$ cat src/rtl/pll_sup_pkg.sv
// Shared state encoding, default timing constants and helpers for the PLL lock supervisor.
package pll_sup_pkg;

    localparam logic [2:0] S_PLLRST = 3'd0;
    localparam logic [2:0] S_WAIT   = 3'd1;
    localparam logic [2:0] S_STABLE = 3'd2;
    localparam logic [2:0] S_HOLD   = 3'd3;
    localparam logic [2:0] S_RUN    = 3'd4;

    typedef enum logic [2:0] {
        ST_PLLRST = S_PLLRST,
        ST_WAIT   = S_WAIT,
        ST_STABLE = S_STABLE,
        ST_HOLD   = S_HOLD,
        ST_RUN    = S_RUN
    } state_t;

    localparam int DEF_SYNC_STAGES    = 2;
    localparam int DEF_PLL_RST_CYCLES = 16;
    localparam int DEF_LOCK_TIMEOUT   = 27000;
    localparam int DEF_STABLE_CYCLES  = 1024;
    localparam int DEF_HOLD_CYCLES    = 256;
    localparam int DEF_CNT_W          = 8;

    function automatic int max_of4(input int a, input int b, input int c, input int d);
        int m;
        m = a;
        if (b > m) m = b;
        if (c > m) m = c;
        if (d > m) m = d;
        return m;
    endfunction

endpackage

$ cat src/rtl/sync_ff.sv
// Multi-stage bit synchronizer with asynchronous clear; output is the last flop.
module sync_ff #(
    parameter int STAGES = 2
) (
    input  logic clk,
    input  logic rst,
    input  logic d,
    output logic q
);

    logic [STAGES-1:0] chain;

    if (STAGES < 2) begin : g_bad_stages
        $error("sync_ff: STAGES must be at least 2");
    end

    // Shift in at bit 0; the cast drops the oldest bit.
    always_ff @(posedge clk or posedge rst) begin
        if (rst) chain <= '0;
        else     chain <= STAGES'({chain, d});
    end

    assign q = chain[STAGES-1];

endmodule

$ cat src/rtl/pll_lock_supervisor.sv
// Drives PLLVR RESET, qualifies its LOCK output and releases a clean system reset;
// retries the PLL on lock timeout and counts lock losses.
module pll_lock_supervisor
    import pll_sup_pkg::*;
#(
    parameter int SYNC_STAGES    = DEF_SYNC_STAGES,
    parameter int PLL_RST_CYCLES = DEF_PLL_RST_CYCLES,
    parameter int LOCK_TIMEOUT   = DEF_LOCK_TIMEOUT,
    parameter int STABLE_CYCLES  = DEF_STABLE_CYCLES,
    parameter int HOLD_CYCLES    = DEF_HOLD_CYCLES,
    parameter int CNT_W          = DEF_CNT_W
) (
    input  logic             clkin,
    input  logic             reset,
    input  logic             pll_lock,
    output logic             pll_reset,
    output logic             sys_reset,
    output logic             locked,
    output logic [CNT_W-1:0] retry_count,
    output logic [CNT_W-1:0] loss_count
);

    localparam int CNT_MAX = max_of4(PLL_RST_CYCLES, LOCK_TIMEOUT, STABLE_CYCLES, HOLD_CYCLES);
    localparam int CW      = (CNT_MAX > 1) ? $clog2(CNT_MAX) : 1;

    if (SYNC_STAGES < 2 || PLL_RST_CYCLES < 1 || LOCK_TIMEOUT < 1 ||
        STABLE_CYCLES < 1 || HOLD_CYCLES < 1 || CNT_W < 1) begin : g_bad_params
        $error("pll_lock_supervisor: illegal parameter value");
    end

    state_t        state, state_n;
    logic [CW-1:0] cnt, cnt_n;
    logic          lock_s;
    logic          retry_inc, loss_inc;

    sync_ff #(.STAGES(SYNC_STAGES)) u_lock_sync (
        .clk (clkin),
        .rst (reset),
        .d   (pll_lock),
        .q   (lock_s)
    );

    // Loss of lock outranks terminal counts; lock arrival outranks the timeout.
    always_comb begin
        state_n   = state;
        cnt_n     = cnt + 1'b1;
        retry_inc = 1'b0;
        loss_inc  = 1'b0;
        case (state)
            ST_PLLRST: begin
                if (cnt == CW'(PLL_RST_CYCLES - 1)) begin
                    state_n = ST_WAIT;
                    cnt_n   = '0;
                end
            end
            ST_WAIT: begin
                if (lock_s) begin
                    state_n = ST_STABLE;
                    cnt_n   = '0;
                end else if (cnt == CW'(LOCK_TIMEOUT - 1)) begin
                    state_n   = ST_PLLRST;
                    cnt_n     = '0;
                    retry_inc = 1'b1;
                end
            end
            ST_STABLE: begin
                if (!lock_s) begin
                    state_n = ST_WAIT;
                    cnt_n   = '0;
                end else if (cnt == CW'(STABLE_CYCLES - 1)) begin
                    state_n = ST_HOLD;
                    cnt_n   = '0;
                end
            end
            ST_HOLD: begin
                if (!lock_s) begin
                    state_n  = ST_WAIT;
                    cnt_n    = '0;
                    loss_inc = 1'b1;
                end else if (cnt == CW'(HOLD_CYCLES - 1)) begin
                    state_n = ST_RUN;
                    cnt_n   = '0;
                end
            end
            ST_RUN: begin
                cnt_n = cnt;
                if (!lock_s) begin
                    state_n  = ST_WAIT;
                    cnt_n    = '0;
                    loss_inc = 1'b1;
                end
            end
            default: begin
                state_n = ST_PLLRST;
                cnt_n   = '0;
            end
        endcase
    end

    // Outputs are decoded from the next state so they change on the same edge as state.
    always_ff @(posedge clkin or posedge reset) begin
        if (reset) begin
            state       <= ST_PLLRST;
            cnt         <= '0;
            pll_reset   <= 1'b1;
            sys_reset   <= 1'b1;
            locked      <= 1'b0;
            retry_count <= '0;
            loss_count  <= '0;
        end else begin
            state     <= state_n;
            cnt       <= cnt_n;
            pll_reset <= (state_n == ST_PLLRST);
            sys_reset <= (state_n != ST_RUN);
            locked    <= (state_n == ST_RUN);
            if (retry_inc && retry_count != '1) retry_count <= retry_count + 1'b1;
            if (loss_inc && loss_count != '1)   loss_count  <= loss_count + 1'b1;
        end
    end

endmodule
$ cat config.mk
export PLATFORM = sky130hd
export DESIGN_NAME = pll_lock_supervisor
export DESIGN_NICKNAME = d
export VERILOG_FILES = /design/src/rtl/pll_sup_pkg.sv /design/src/rtl/sync_ff.sv /design/src/rtl/pll_lock_supervisor.sv
export SDC_FILE = /design/constraint.sdc
export NUM_CORES = 1
export LEC_CHECK = 0
export ABC_AREA = 1
export ABC_CLOCK_PERIOD_IN_PS = 2200
export BUFFER_PORTS_ARGS = -buffer_cell sky130_fd_sc_hd__buf_2
export CORE_ASPECT_RATIO = 1.25
export CORE_MARGIN = 1
export CORE_UTILIZATION = 59
export CTS_CLUSTER_SIZE = 10
export DETAILED_ROUTE_END_ITERATION = 10
export PLACE_DENSITY = 0.79
export SETUP_SLACK_MARGIN = 0.15
export SYNTH_ARGS = -nofsm -noshare
export SYNTH_HDL_FRONTEND = slang
export SYNTH_SLANG_ARGS = --single-unit
$ cat constraint.sdc
create_clock -name clkin -period 2.2 [get_ports clkin]
set_clock_uncertainty 0.15 [all_clocks]
set_input_delay 0.33 -clock clkin [delete_from_list [all_inputs] [get_ports clkin]]
set_output_delay 0.33 -clock clkin [all_outputs]
set_load 0.02 [all_outputs]
-- Word level (Yosys, flattened, before mapping)
Index checks and enable logic that the tools add are counted.
W data, S select, Z words.
- flip-flop bits (word level): 39
- bits in latches: 0
- memory bits (writable): 0
- bits in read-only memories: 0
- input bits: 3
- word-level logic and storage cells: 52
- memories kept: 0
- add/subtract/negate cells: 3
- $mul: 0
- divide/modulo/power cells: 0
- $lt $le $gt $ge: 0
- equality and inequality tests: 13
- shifts and indexed selects: 0
- multiplexer cells: 23
- bitwise logic cells: 0
- reductions and logical operators: 5
- operator list (kind ; count):
    $mux W15 ; 8
    $pmux W15 S5 ; 1
    $mux W3 ; 8
    $add A8 B1 Y8 const B ; 2
    $ne A8 B8 Y1 const B ; 2
    $add A15 B1 Y15 const B ; 1
    $eq A15 B10 Y1 const B ; 1
    $eq A15 B15 Y1 const B ; 1
    $eq A15 B4 Y1 const B ; 1
    $eq A15 B8 Y1 const B ; 1
    $pmux W3 S5 ; 1
    $eq A3 B2 Y1 const B ; 2
    $eq A3 B3 Y1 const B ; 2
    $logic_not A3 Y1 ; 2
    $mux W1 ; 5
    $eq A3 B1 Y1 const B ; 1
    $ne A3 B3 Y1 const B ; 1
    $logic_and A1 B1 Y1 ; 2
    $ne A2 B2 Y1 const B ; 1
    $reduce_or A2 Y1 ; 1

-- Depth between registers and ports, before layout
- depth after elaboration: 5
- gate-level depth with buffers: 11
- depth with buffers taken out: 11

-- Hierarchy
A second synthesis with hierarchy kept.
- cells, all modules: 306
- area, all modules: 2357.3 µm²
- by module, submodules not included (module ; instances ; cells each ; area an instance (µm²) ; sequential area each (µm²)):
    pll_lock_supervisor ; 1 ; 303 ; 2303.5 ; 928.4
    sync_ff ; 1 ; 3 ; 53.8 ; 50.0

-- Worst setup path before layout
OpenSTA, ideal clock, no wires.
- path kind: flip-flop to flip-flop
- start point: register retry_count[0]
- end point: register retry_count[0]
- setup time: 0.118 ns
- arrival time: 1.401 ns
- data required time: 1.932 ns
- path slack: 0.530 ns
- cell stages (with the launch flop): 8
- path buffers: 0
- period minus slack after synthesis: 1.670 ns
- cells stage by stage: dfrtp_1 ha_1 nand3_1 nor2_1 nand3_1 nand4_1 xor2_1 inv_1
- longest elaborated chain between the ends: 2
- RTL lines (element ; line ; source):
    from (decl) ; pll_lock_supervisor.sv:19 ; output logic [CNT_W-1:0] retry_count,
    from (signal assigned) ; pll_lock_supervisor.sv:116 ; if (retry_inc && retry_count != '1) retry_count <= retry_count + 1'b1;
    branches (longest 2 deep; another with $add A8 B1 Y8) ; n/a ;
Several ways; the timed one is not identified.
A chain may end at the register's enable or synchronous reset.

-- Final worst setup path
- start point: register cnt[0]
- end point: register cnt[4]
- longest elaborated chain between the ends: 4
- RTL lines (element ; line ; source):
    from (decl) ; pll_lock_supervisor.sv:32 ; logic [CW-1:0] cnt, cnt_n;
    from (signal assigned) ; pll_lock_supervisor.sv:112 ; cnt <= cnt_n;
    $add A15 B1 Y15 (tied with other cells) ; pll_lock_supervisor.sv:46 ; cnt_n = cnt + 1'b1;
    $mux W15, on equally long branches ; pll_lock_supervisor.sv:80, pll_lock_supervisor.sv:60, pll_lock_supervisor.sv:70 ;
    $mux W15, on equally long branches ; pll_lock_supervisor.sv:76, pll_lock_supervisor.sv:57, pll_lock_supervisor.sv:67 ;
    $pmux W15 S5 * ; pll_lock_supervisor.sv:49 ; case (state)
Every way passes the cells marked *; elsewhere a longest branch is shown, timed or not.

==> qor.txt <==
violated checks: hold timing
endpoints failing setup: 0
Final ANT Viol Nets: 0
PwrDens: 739.3 nW/µm²
Post-synth EDFFs: 0
global-route wire length before repair: 7.686 mm
outcome: complete, but fails checks
Reg clk slew, reported paths: 0.08 ns
Longest Clk Path Bufs: 2
crit-path cells: ha_1 -> nand2_2 -> nor2_2 -> nand3_2 -> nor2_2 -> o21ai_4 -> o21ai_0 -> nand2_1
fin crit period: 1.866 ns
Final Instance Area: 2699 µm²
CP Max Fanout: 15
CP endpoint kind: flip-flop
Post-CTS Setup Repair Bufs: 0
RSZ-0062 raised after global routing: false
vias in the first global route: 1843
I/O pins: 22
PortBufs: 21
total grt overflow: 0
final slew viol count: 0
Mapped Area: 2426 µm²
crit path DAT: 1.95 ns
register area share after synthesis: 40.33%
area grow syn2layout: 11.24%
crit path kind: flip-flop to flip-flop
dpl cell area: 2559 µm²
die area: 4374 µm²
Critical Path RT: 2.28 ns
Top delay family on crit path: compound AO/OA/AOI/OAI gates
via/cell ratio: 4.995
setup TNS: 0 ns
max cap viols: 0
actual slew at the worst max-slew pin: 0.5808 ns
core area: 3847 µm²
site row count: 25
crit path buf inv count: 0
GPL Wtd Cong: 0.8768
synthesized instance count: 322
worst min path class: input pin to async pin
routed via count: 1998
CTS tree: yes
worst skew pair latency: 0.29 ns
final net count: 351
Synth warnings: 0
Max Freq: 535.8 MHz
die width: 59.36 µm
Yosys reg bits: 39
routed len/inst: 11.09 µm
starting density of the core: 63.06%
share of cells above drive strength 1: 19.08%
Critical Path Max Stage Delay: 0.45 ns
DRT iter0 DRCs: 133
Unique masters post-synth: 27
Hold Vio Cnt, Final: 15
DRC: 0
H-tree depth: 2
hpwl dp: 3.242 mm
Setup crit start kind: flip-flop
ys flop type: dfrtp_1
final antenna diode count: 0
GR Util All Layers: 23.25%
Post-synth ARST share: 100.0%
Total Wirelength: 4.437 mm
Synth Net Count: 328
Period Utilization, post-route: 84.83%
root buf cell: clkbuf_8
hold slack: -0.01101 ns
Die Ht: 73.70 µm
crit-path most repeated cell: nor2_2
initial antenna violation count: 0
Rel. slew slack: 61.14%
syn avg cell area: 7.534 µm²
Pre-Repair DR Iteration Count: 4
Leakage: 1.383 nW
largest net degree at the start of global routing: 40
# clock sinks: 39
Core Util, Final: 70.15%
Slowest cell on crit path: o21ai_4
Max IR drop VDD: 0.5065 mV
CTS Buf Count: 5
==> cells by family (layout without fill, tap and decap cells) <==
logic type,Yosys count,in the layout,synth area share (%)
DFF,39,39,40.33
AOI/OAI and AO/OA,29,29,8.715
xor gates and xnor gates,23,23,8.303
adders and majority gates,3,3,1.547
buffers and inverters,51,75,9.076
and+or+nand+nor,177,177,32.03
==> power by group <==
group | leakage [nW] | switching [mW] | internal (mW)
Sequential | 0.524 | 0.0892 | 0.801
Combinational | 0.797 | 0.332 | 0.157
Clock | 0.0612 | 0.250 | 0.367
Total | 1.38 | 0.671 | 1.32
==> worst register-to-register path, stage by stage, from the launching register on <==
cell,delay (ns)
dfrtp_1,0.40
ha_1,0.28
nand2_2,0.11
nor2_2,0.05
nand3_2,0.09
nor2_2,0.05
o21ai_4,0.45
o21ai_0,0.14
nand2_1,0.08
==> per-stage QoR <==
stage          hold slack [ns]  power (mW)  cells  setup slack, ns
5_1_grt                0.05147       2.118    400           0.1613
2_1_floorplan           0.1812       1.298    322           0.5301
3_3_place_gp            0.1821       1.372    391           0.1329
3_5_place_dp            0.1864       1.385    391          0.08634
4_1_cts               0.006547       2.012    400           0.2429
6_report              -0.01101       1.995    400           0.3337
==> cell usage after synthesis, types with 2 or more instances <==
cell type / instances / area, µm²
xnor2_1: 4 / 35.03
inv_1: 37 / 138.9
dfstp_2: 2 / 52.55
inv_2: 4 / 15.01
buf_4: 2 / 15.01
nand2_1: 94 / 352.8
nor3_1: 4 / 20.02
o21ai_2: 4 / 35.03
buf_6: 2 / 22.52
nor2_2: 7 / 43.79
nand3_2: 2 / 20.02
buf_2: 5 / 25.02
dfrtp_1: 37 / 925.9
nand3_1: 18 / 90.09
xor2_1: 19 / 166.4
nand4_1: 6 / 37.54
nor2_1: 37 / 138.9
ha_1: 3 / 37.54
o21bai_2: 6 / 67.56
nand2_2: 6 / 37.54
o21ai_0: 17 / 85.08
==> final cells by class <==
cell class	count	area (µm²)
tap	54	67.56
sequential	39	978.4
clock inverter	2	35.03
fill	327	1149
clock buffer	6	82.58
inverter	42	157.7
timing repair buffer	25	137.6
multi-input combinational	232	1240
==> what timing repair did <==
action                                  in CTS  in global routing
resized for setup                            1                  1
hold buffers                                 1                  0
hold endpoints to repair                     1                  0
endpoints found under the setup margin       5                 11
==> cells in the final DEF, fill, tap and decap left out, types with 7 or more instances in the layout <==
cell     Yosys  routed
nand2_1     94      94
inv_1       37      37
nor2_1      37      37
dfrtp_1     37      37
buf_2        5      21
xor2_1      19      19
nand3_1     18      18
o21ai_0     17      17
nor2_2       7       7
==> worst paths after layout <==
kind / startpoint / endpoint / slack [ns] / depth (start not counted)
worst min-delay path: reset / retry_count[3] / -0.01 / 3
max in group asynchronous: reset / sys_reset / 1.55 / 3
worst max register to register: cnt[0] / cnt[4] / 0.33 / 8
min in group clkin: u_lock_sync.chain[0] / u_lock_sync.chain[1] / 0.20 / 0
worst max-delay path: cnt[0] / cnt[4] / 0.33 / 8
worst min register to register: u_lock_sync.chain[0] / u_lock_sync.chain[1] / 0.20 / 0
==> sequential cells by signal, summed over array words and instances, names as in the netlist <==
name               cells
cnt                   15
loss_count             8
retry_count            8
state                  3
u_lock_sync.chain      2
locked                 1
pll_reset              1
sys_reset              1
==> layer usage <==
layer	vias to the layer above	routed length, µm	GRT usage (%)
li1	1038	-	-
met1	916	1969	27.65
met2	36	2251	40.45
met3	8	118	3.345
met4	0	97	11.11
met5	-	0	0
Power figures use the tool's default switching activity.
